===== src/rtl/mac_pkg.sv =====
// Shared widths and FSM state encoding for the MAC operand sequencer.
package mac_pkg;

  localparam int OP_W  = 8;
  localparam int ACC_W = 16;

  typedef enum logic [2:0] {
    ST_IDLE,
    ST_CLEAR,
    ST_RUN,
    ST_DRAIN,
    ST_DONE
  } state_t;

endpackage


===== src/rtl/mac_dot_sequencer_if.sv =====
// Operand stream, command, MAC feed and result bundle of the dot-product sequencer.
interface mac_dot_sequencer_if #(
  parameter int LEN_W = 8
);

  logic                       in_valid;
  logic                       in_ready;
  logic [mac_pkg::OP_W-1:0]   in_a;
  logic [mac_pkg::OP_W-1:0]   in_b;
  logic                       start;
  logic [LEN_W-1:0]           len;
  logic                       busy;
  logic                       op_valid;
  logic [mac_pkg::OP_W-1:0]   op_a;
  logic [mac_pkg::OP_W-1:0]   op_b;
  logic                       acc_clr;
  logic [mac_pkg::ACC_W-1:0]  mac_acc;
  logic                       res_valid;
  logic                       res_ready;
  logic [mac_pkg::ACC_W-1:0]  res_data;

  // Environment side: operand producer, MAC datapath and result consumer.
  modport master (
    output in_valid, in_a, in_b, start, len, mac_acc, res_ready,
    input  in_ready, busy, op_valid, op_a, op_b, acc_clr, res_valid, res_data
  );

  modport slave (
    input  in_valid, in_a, in_b, start, len, mac_acc, res_ready,
    output in_ready, busy, op_valid, op_a, op_b, acc_clr, res_valid, res_data
  );

endinterface


===== src/rtl/mac_op_fifo.sv =====
// Synchronous operand-pair FIFO; read data is the current head (no fall-through of a same-cycle push).
module mac_op_fifo #(
  parameter int DEPTH = 4,
  parameter int W     = 16
) (
  input  logic         clk,
  input  logic         rst_n,
  input  logic         push,
  input  logic [W-1:0] wdata,
  input  logic         pop,
  output logic [W-1:0] rdata,
  output logic         full,
  output logic         empty
);

  localparam int AW = $clog2(DEPTH);
  localparam int CW = AW + 1;

  logic [W-1:0]  mem [DEPTH];
  logic [AW-1:0] wr_ptr;
  logic [AW-1:0] rd_ptr;
  logic [CW-1:0] count;

  always_ff @(posedge clk or negedge rst_n) begin
    if (!rst_n) begin
      wr_ptr <= '0;
      rd_ptr <= '0;
      count  <= '0;
    end else begin
      if (push) wr_ptr <= wr_ptr + AW'(1);
      if (pop)  rd_ptr <= rd_ptr + AW'(1);
      case ({push, pop})
        2'b10:   count <= count + CW'(1);
        2'b01:   count <= count - CW'(1);
        default: count <= count;
      endcase
    end
  end

  always_ff @(posedge clk) begin
    if (push) mem[wr_ptr] <= wdata;
  end

  assign rdata = mem[rd_ptr];
  assign full  = (count == CW'(DEPTH));
  assign empty = (count == '0);

endmodule


===== src/rtl/mac_dot_sequencer.sv =====
// Feeds LEN buffered operand pairs to the MAC, waits out its latency and holds the dot product.
module mac_dot_sequencer
  import mac_pkg::*;
#(
  parameter int DEPTH   = 4,
  parameter int LEN_W   = 8,
  parameter int MAC_LAT = 2
) (
  input logic                clk,
  input logic                rst_n,
  mac_dot_sequencer_if.slave bus
);

  localparam int DC_W = $clog2(MAC_LAT + 2);

  state_t              state;
  state_t              state_next;
  logic [LEN_W-1:0]    rem;
  logic [DC_W-1:0]     dcnt;

  logic                push;
  logic                pop;
  logic                full;
  logic                empty;
  logic [2*OP_W-1:0]   head;

  logic                launch;
  logic                zero_run;
  logic                last_pop;
  logic                capture;
  logic                op_valid_next;
  logic [OP_W-1:0]     op_a_next;
  logic [OP_W-1:0]     op_b_next;

  logic                op_valid_reg;
  logic [OP_W-1:0]     op_a_reg;
  logic [OP_W-1:0]     op_b_reg;
  logic                acc_clr_reg;
  logic [ACC_W-1:0]    res_data_reg;

  assign push = bus.in_valid && !full;

  mac_op_fifo #(
    .DEPTH (DEPTH),
    .W     (2*OP_W)
  ) u_fifo (
    .clk   (clk),
    .rst_n (rst_n),
    .push  (push),
    .wdata ({bus.in_a, bus.in_b}),
    .pop   (pop),
    .rdata (head),
    .full  (full),
    .empty (empty)
  );

  always_ff @(posedge clk or negedge rst_n) begin
    if (!rst_n) state <= ST_IDLE;
    else        state <= state_next;
  end

  always_comb begin
    state_next = state;
    unique case (state)
      ST_IDLE:  if (zero_run)      state_next = ST_DONE;
                else if (launch)   state_next = ST_CLEAR;
      ST_CLEAR: if (last_pop)      state_next = ST_DRAIN;
                else               state_next = ST_RUN;
      ST_RUN:   if (last_pop)      state_next = ST_DRAIN;
      ST_DRAIN: if (capture)       state_next = ST_DONE;
      ST_DONE:  if (bus.res_ready) state_next = ST_IDLE;
      default:                     state_next = ST_IDLE;
    endcase
  end

  // The clear cycle is also the first issue slot, so a queued pair reaches
  // the MAC on the cycle right after acc_clr.
  always_comb begin
    launch        = (state == ST_IDLE) && bus.start && (bus.len != '0);
    zero_run      = (state == ST_IDLE) && bus.start && (bus.len == '0);
    pop           = ((state == ST_CLEAR) || (state == ST_RUN)) && !empty;
    last_pop      = pop && (rem == LEN_W'(1));
    capture       = (state == ST_DRAIN) && (dcnt == DC_W'(1));
    op_valid_next = pop;
    op_a_next     = pop ? head[2*OP_W-1:OP_W] : '0;
    op_b_next     = pop ? head[OP_W-1:0]      : '0;
  end

  // dcnt spans the cycle of the last op plus MAC_LAT, so the capture sees
  // mac_acc once it includes the final product.
  always_ff @(posedge clk or negedge rst_n) begin
    if (!rst_n) begin
      rem          <= '0;
      dcnt         <= '0;
      op_valid_reg <= 1'b0;
      op_a_reg     <= '0;
      op_b_reg     <= '0;
      acc_clr_reg  <= 1'b0;
      res_data_reg <= '0;
    end else begin
      op_valid_reg <= op_valid_next;
      op_a_reg     <= op_a_next;
      op_b_reg     <= op_b_next;
      acc_clr_reg  <= launch;
      if (launch)   rem <= bus.len;
      else if (pop) rem <= rem - LEN_W'(1);
      if (last_pop)                dcnt <= DC_W'(MAC_LAT + 1);
      else if (state == ST_DRAIN)  dcnt <= dcnt - DC_W'(1);
      if (zero_run)     res_data_reg <= '0;
      else if (capture) res_data_reg <= bus.mac_acc;
    end
  end

  assign bus.in_ready  = !full;
  assign bus.busy      = (state != ST_IDLE);
  assign bus.res_valid = (state == ST_DONE);
  assign bus.op_valid  = op_valid_reg;
  assign bus.op_a      = op_a_reg;
  assign bus.op_b      = op_b_reg;
  assign bus.acc_clr   = acc_clr_reg;
  assign bus.res_data  = res_data_reg;

endmodule

===== src/flat_wrapper.sv =====
// flat-port wrapper written by rule: the top's interface ports become plain ports
module mac_dot_sequencer_flat import mac_pkg::*;
#(
  parameter int DEPTH   = 4,
  parameter int LEN_W   = 8,
  parameter int MAC_LAT = 2
)
  (clk, rst_n, bus_in_valid, bus_in_a, bus_in_b, bus_start, bus_len, bus_mac_acc, bus_res_ready, bus_in_ready, bus_busy, bus_op_valid, bus_op_a, bus_op_b, bus_acc_clr, bus_res_valid, bus_res_data);
  mac_dot_sequencer_if #(.LEN_W(LEN_W)) bus_i ();
  input logic clk;
  input logic rst_n;
  input wire logic [$bits(bus_i.in_valid)-1:0] bus_in_valid;
  input wire logic [$bits(bus_i.in_a)-1:0] bus_in_a;
  input wire logic [$bits(bus_i.in_b)-1:0] bus_in_b;
  input wire logic [$bits(bus_i.start)-1:0] bus_start;
  input wire logic [$bits(bus_i.len)-1:0] bus_len;
  input wire logic [$bits(bus_i.mac_acc)-1:0] bus_mac_acc;
  input wire logic [$bits(bus_i.res_ready)-1:0] bus_res_ready;
  output wire logic [$bits(bus_i.in_ready)-1:0] bus_in_ready;
  output wire logic [$bits(bus_i.busy)-1:0] bus_busy;
  output wire logic [$bits(bus_i.op_valid)-1:0] bus_op_valid;
  output wire logic [$bits(bus_i.op_a)-1:0] bus_op_a;
  output wire logic [$bits(bus_i.op_b)-1:0] bus_op_b;
  output wire logic [$bits(bus_i.acc_clr)-1:0] bus_acc_clr;
  output wire logic [$bits(bus_i.res_valid)-1:0] bus_res_valid;
  output wire logic [$bits(bus_i.res_data)-1:0] bus_res_data;
  assign bus_i.in_valid = bus_in_valid;
  assign bus_i.in_a = bus_in_a;
  assign bus_i.in_b = bus_in_b;
  assign bus_i.start = bus_start;
  assign bus_i.len = bus_len;
  assign bus_i.mac_acc = bus_mac_acc;
  assign bus_i.res_ready = bus_res_ready;
  assign bus_in_ready = bus_i.in_ready;
  assign bus_busy = bus_i.busy;
  assign bus_op_valid = bus_i.op_valid;
  assign bus_op_a = bus_i.op_a;
  assign bus_op_b = bus_i.op_b;
  assign bus_acc_clr = bus_i.acc_clr;
  assign bus_res_valid = bus_i.res_valid;
  assign bus_res_data = bus_i.res_data;
  mac_dot_sequencer #(.DEPTH(DEPTH), .LEN_W(LEN_W), .MAC_LAT(MAC_LAT)) u_core (.clk(clk), .rst_n(rst_n), .bus(bus_i));
endmodule

===== config.mk =====
export PLATFORM = sky130hd
export DESIGN_NAME = mac_dot_sequencer_flat
export DESIGN_NICKNAME = d
export VERILOG_FILES = /design/src/rtl/mac_pkg.sv /design/src/rtl/mac_dot_sequencer_if.sv /design/src/rtl/mac_op_fifo.sv /design/src/rtl/mac_dot_sequencer.sv /design/src/flat_wrapper.sv
export SDC_FILE = /design/constraint.sdc
export NUM_CORES = 1
export LEC_CHECK = 0
export BUFFER_PORTS_ARGS = -buffer_cell sky130_fd_sc_hd__buf_2
export CORE_MARGIN = 2
export CORE_UTILIZATION = 45
export CTS_CLUSTER_DIAMETER = 50
export DETAILED_ROUTE_END_ITERATION = 10
export PLACE_DENSITY = 0.68
export SLEW_MARGIN = 20
export SYNTH_ARGS = -nofsm -noshare
export SYNTH_HDL_FRONTEND = slang
export SYNTH_SLANG_ARGS = --single-unit

===== constraint.sdc =====
create_clock -name clk -period 3.1 [get_ports clk]
set_clock_uncertainty 0.2 [all_clocks]
set_input_delay 0.155 -clock clk [delete_from_list [all_inputs] [get_ports clk]]
set_output_delay 0.155 -clock clk [all_outputs]
set_load 0.005 [all_outputs]

==> flow_summary.ini <==
[clock_tree]
clkSinkCount = 118
post_cts_buffers = 0
post_cts_hold_buffer_count = 55
clk_pin_slew_worst_paths_ns = 0.06
cts-root-to-sink-buffers = 2
clock_tree.root_cell = clkbuf_8
post_cts_resized = 0
tritoncts = built
cts_made_buffers = 17
htree_num_levels = 4
clock_insertion_delay_worst_skew_ns = 0.50

[sta]
final.setup.tns_ns = 0
final_hold_viol_count = 1
worst_slew_margin_relative_to_its_limit_pct = 45.7
unrepaired_setup_endpoints_after_global_routing = false
clock.fmax_mhz = 338
fin_worst_hold_slack_ns = -0.00160
final_max_slew_viol_count = 0
post-route-min-period_ns = 2.96
fin_crit_sh_pct = 95.4
timing.final.setup_violations = 0
slew_at_the_pin_with_the_worst_max_slew_slack_ns = 0.815

[global_routing]
grt_pass1_wl_um = 15100
antenna_found_initial = 0
overall_fraction_of_global_route_tracks_in_use_pct = 17.8
via_count_of_the_first_global_routing_pass = 3152
global_route.peak_usage_layer = met2
grt_max_degree = 46
groute.layer.met1.usage_pct = 21.1
gr-usage-met3_pct = 4.54
gr-total-overflow = 0
global_route.usage.met2_pct = 31.5

[place]
place.detailed.instances = 521
gp_congestion = 0.774
dpl.hpwl_um = 5590
buffer_ports.inserted = 81

[routing]
drt_pre_antenna_iters = 4
via_count = 2984
wl_um = 9280
remaining_drc_errors = 0
initialDrtViolationCount = 107
viasPerCell = 4.91
drt.antenna.violating_nets = 0
drt-wirelength-per-cell_um = 15.3

[critical_path]
worstSetupStartpointType = input port
worstPathArrival_ns = 3.14
critPathMaxStageDelay_ns = 0.58
critical_path_end_type = flip-flop
path_cells = dlygate4sd3_1 -> buf_2 -> or4_4 -> o211ai_4 -> inv_4 -> nand2_1 -> dlygate4sd3_1 -> o211ai_1 -> dlygate4sd3_1
ws_path_type = in -> reg
critical_path.max_fanout = 10
timing.critical_path.mode_cell = dlygate4sd3_1
required_time_of_the_critical_path_ns = 3.28
critPathSlowestCell = dlygate4sd3_1

[logic_synthesis]
synthArstFlopShare_pct = 45.8
number_of_flops_mapped_to_enable_cells_by_yosys = 64
ys_seq_elements = 118
syn_area_per_cell_um2 = 15.3
synth_warnings = 0
synthCells = 306
synthFlopType = edfxtp_1
synth_cell_type_count = 39
synth_seq_area_share_pct = 69.9
synthesis.nets = 360
synthesis.area_um2 = 4680

[status]
violations = hold timing
outcome = complete, but fails checks

[layout]
largest_register_ffs = 64
multiInputGateArea_um2 = 1300
layout-area-overhead-vs-synth_pct = 36.4
final_cell_count_no_fill = 608
post_route_cells_drive_above_1_share_pct = 30.7
num-fill-cells = 747
finalCoreUtilization_pct = 62.4
diodes = 0
nNetsFinal = 513
layout.area.seq_um2 = 3270

[die]
die-area_um2 = 11200
core.rowCount = 37
placeable_area_um2 = 10200
dieWidth_um = 106
top_level_ports = 82
die_height_um = 106
start_util_pct = 45.7

[power_and_ir_drop]
ir_drop_mv = 0.528
p_leak_nw = 2.69
cellPowerDensity_nw_per_um2 = 985

[job]
cap_viol_max_count = 0

[hold_path]
hold_path.class = in -> async
area by class of cell:
class / instances / area share [%]
multi-input cells: 162 / 20.3
flip-flops and latches: 118 / 51.3
clock inverters: 13 / 2.10
repair buffers: 146 / 16.2
well taps: 136 / 2.67
inverters: 14 / 0.862
clock buffers: 19 / 6.60
layer usage:
metal  vias up  part of all wire (%)  wire length [um]
li1       1423                     -                 -
met1      1481                    42              3860
met2        73                    53              4890
met3         7                   5.0               462
met4         0                  0.73                68
met5         -                     0                 0
cell usage in the layout (no fill, tap or decap), types with 8 or more instances in the layout:
master          n
buf_2          80
edfxtp_1       64
dlygate4sd3_1  55
dfrtp_1        54
nand2_1        40
and2_1         17
mux4_2         16
a21oi_1        16
clkbuf_16      16
inv_1          13
nor2_1         11
buf_4          11
ha_1            8
kinds of logic after synthesis:
| kind of cell | Yosys count | synth area share [%] |
|---|---|---|
| simple gates | 93 | 10.3 |
| fa+ha+maj | 9 | 2.57 |
| compound gates | 32 | 4.68 |
| flops | 118 | 69.9 |
| xor+xnor | 9 | 1.85 |
| mux | 19 | 8.37 |
| buf+inv | 26 | 2.33 |
cells in the mapped netlist (2+ instances only):
library cell	n	area (um2)
nand3_1	3	15.0
a31oi_1	2	12.5
xnor2_1	5	43.8
nand4_1	4	25.0
o311ai_0	2	17.5
a221o_1	3	30.0
nor3_1	4	20.0
dfrtp_1	54	1350
o211ai_1	3	22.5
nor2_1	11	41.3
mux2i_1	2	20.0
edfxtp_1	64	1920
xor2_1	3	26.3
mux4_2	16	360
o31ai_1	2	15.0
a21oi_1	16	80.1
and3_1	4	25.0
and2_1	17	106
or3_1	2	12.5
inv_1	13	48.8
or4_4	2	22.5
o21ai_0	2	10.0
clkbuf_1	6	22.5
buf_2	4	20.0
ha_1	8	100
or4_1	2	15.0
nand2_1	40	150
worst max-delay path: cells and delay by family:
family | cells | cell delay [ns]
buffers and inverters | 5 | 1.92
and+or+nand+nor | 2 | 0.65
AOI/OAI and AO/OA | 2 | 0.41
stage by stage:
stage / hold WS [ns] / worst slack (ns) / total power [mW] / area, um2
floorplan: -0.341 / 0.654 / 3.75 / 4680
global placement: 0.166 / 0.880 / 4.32 / 5280
detailed placement: 0.172 / 0.818 / 4.40 / 5280
CTS: 0.174 / 0.191 / 6.36 / 6380
global route: 0.0345 / 0.0937 / 6.73 / 6380
finish: -0.00160 / 0.144 / 6.29 / 6380
final timing paths:
path	end	cells past startpoint	startpoint	slack (ns)
setup / recovery	u_core.rem[5]	9	bus_len[3]	0.14
hold / removal	u_core.rem[7]	2	rst_n	-0.002
setup reg to reg	u_core.rem[5]	7	u_core.state[0]	0.24
hold reg to reg	u_core.u_fifo.rd_ptr[0]	1	u_core.u_fifo.rd_ptr[0]	0.27
max in group asynchronous	u_core.bus.res_data[14]	3	rst_n	2.16
min in group clk	u_core.u_fifo.mem[0][12]	2	bus_in_a[4]	0.20
report_power, final:
part	leakage, nW	switching (mW)	internal, mW
Clock	0.268	0.662	1.14
Combinational	1.17	0.969	1.04
Sequential	1.25	0.286	2.20
Power figures use the tool's default switching activity.
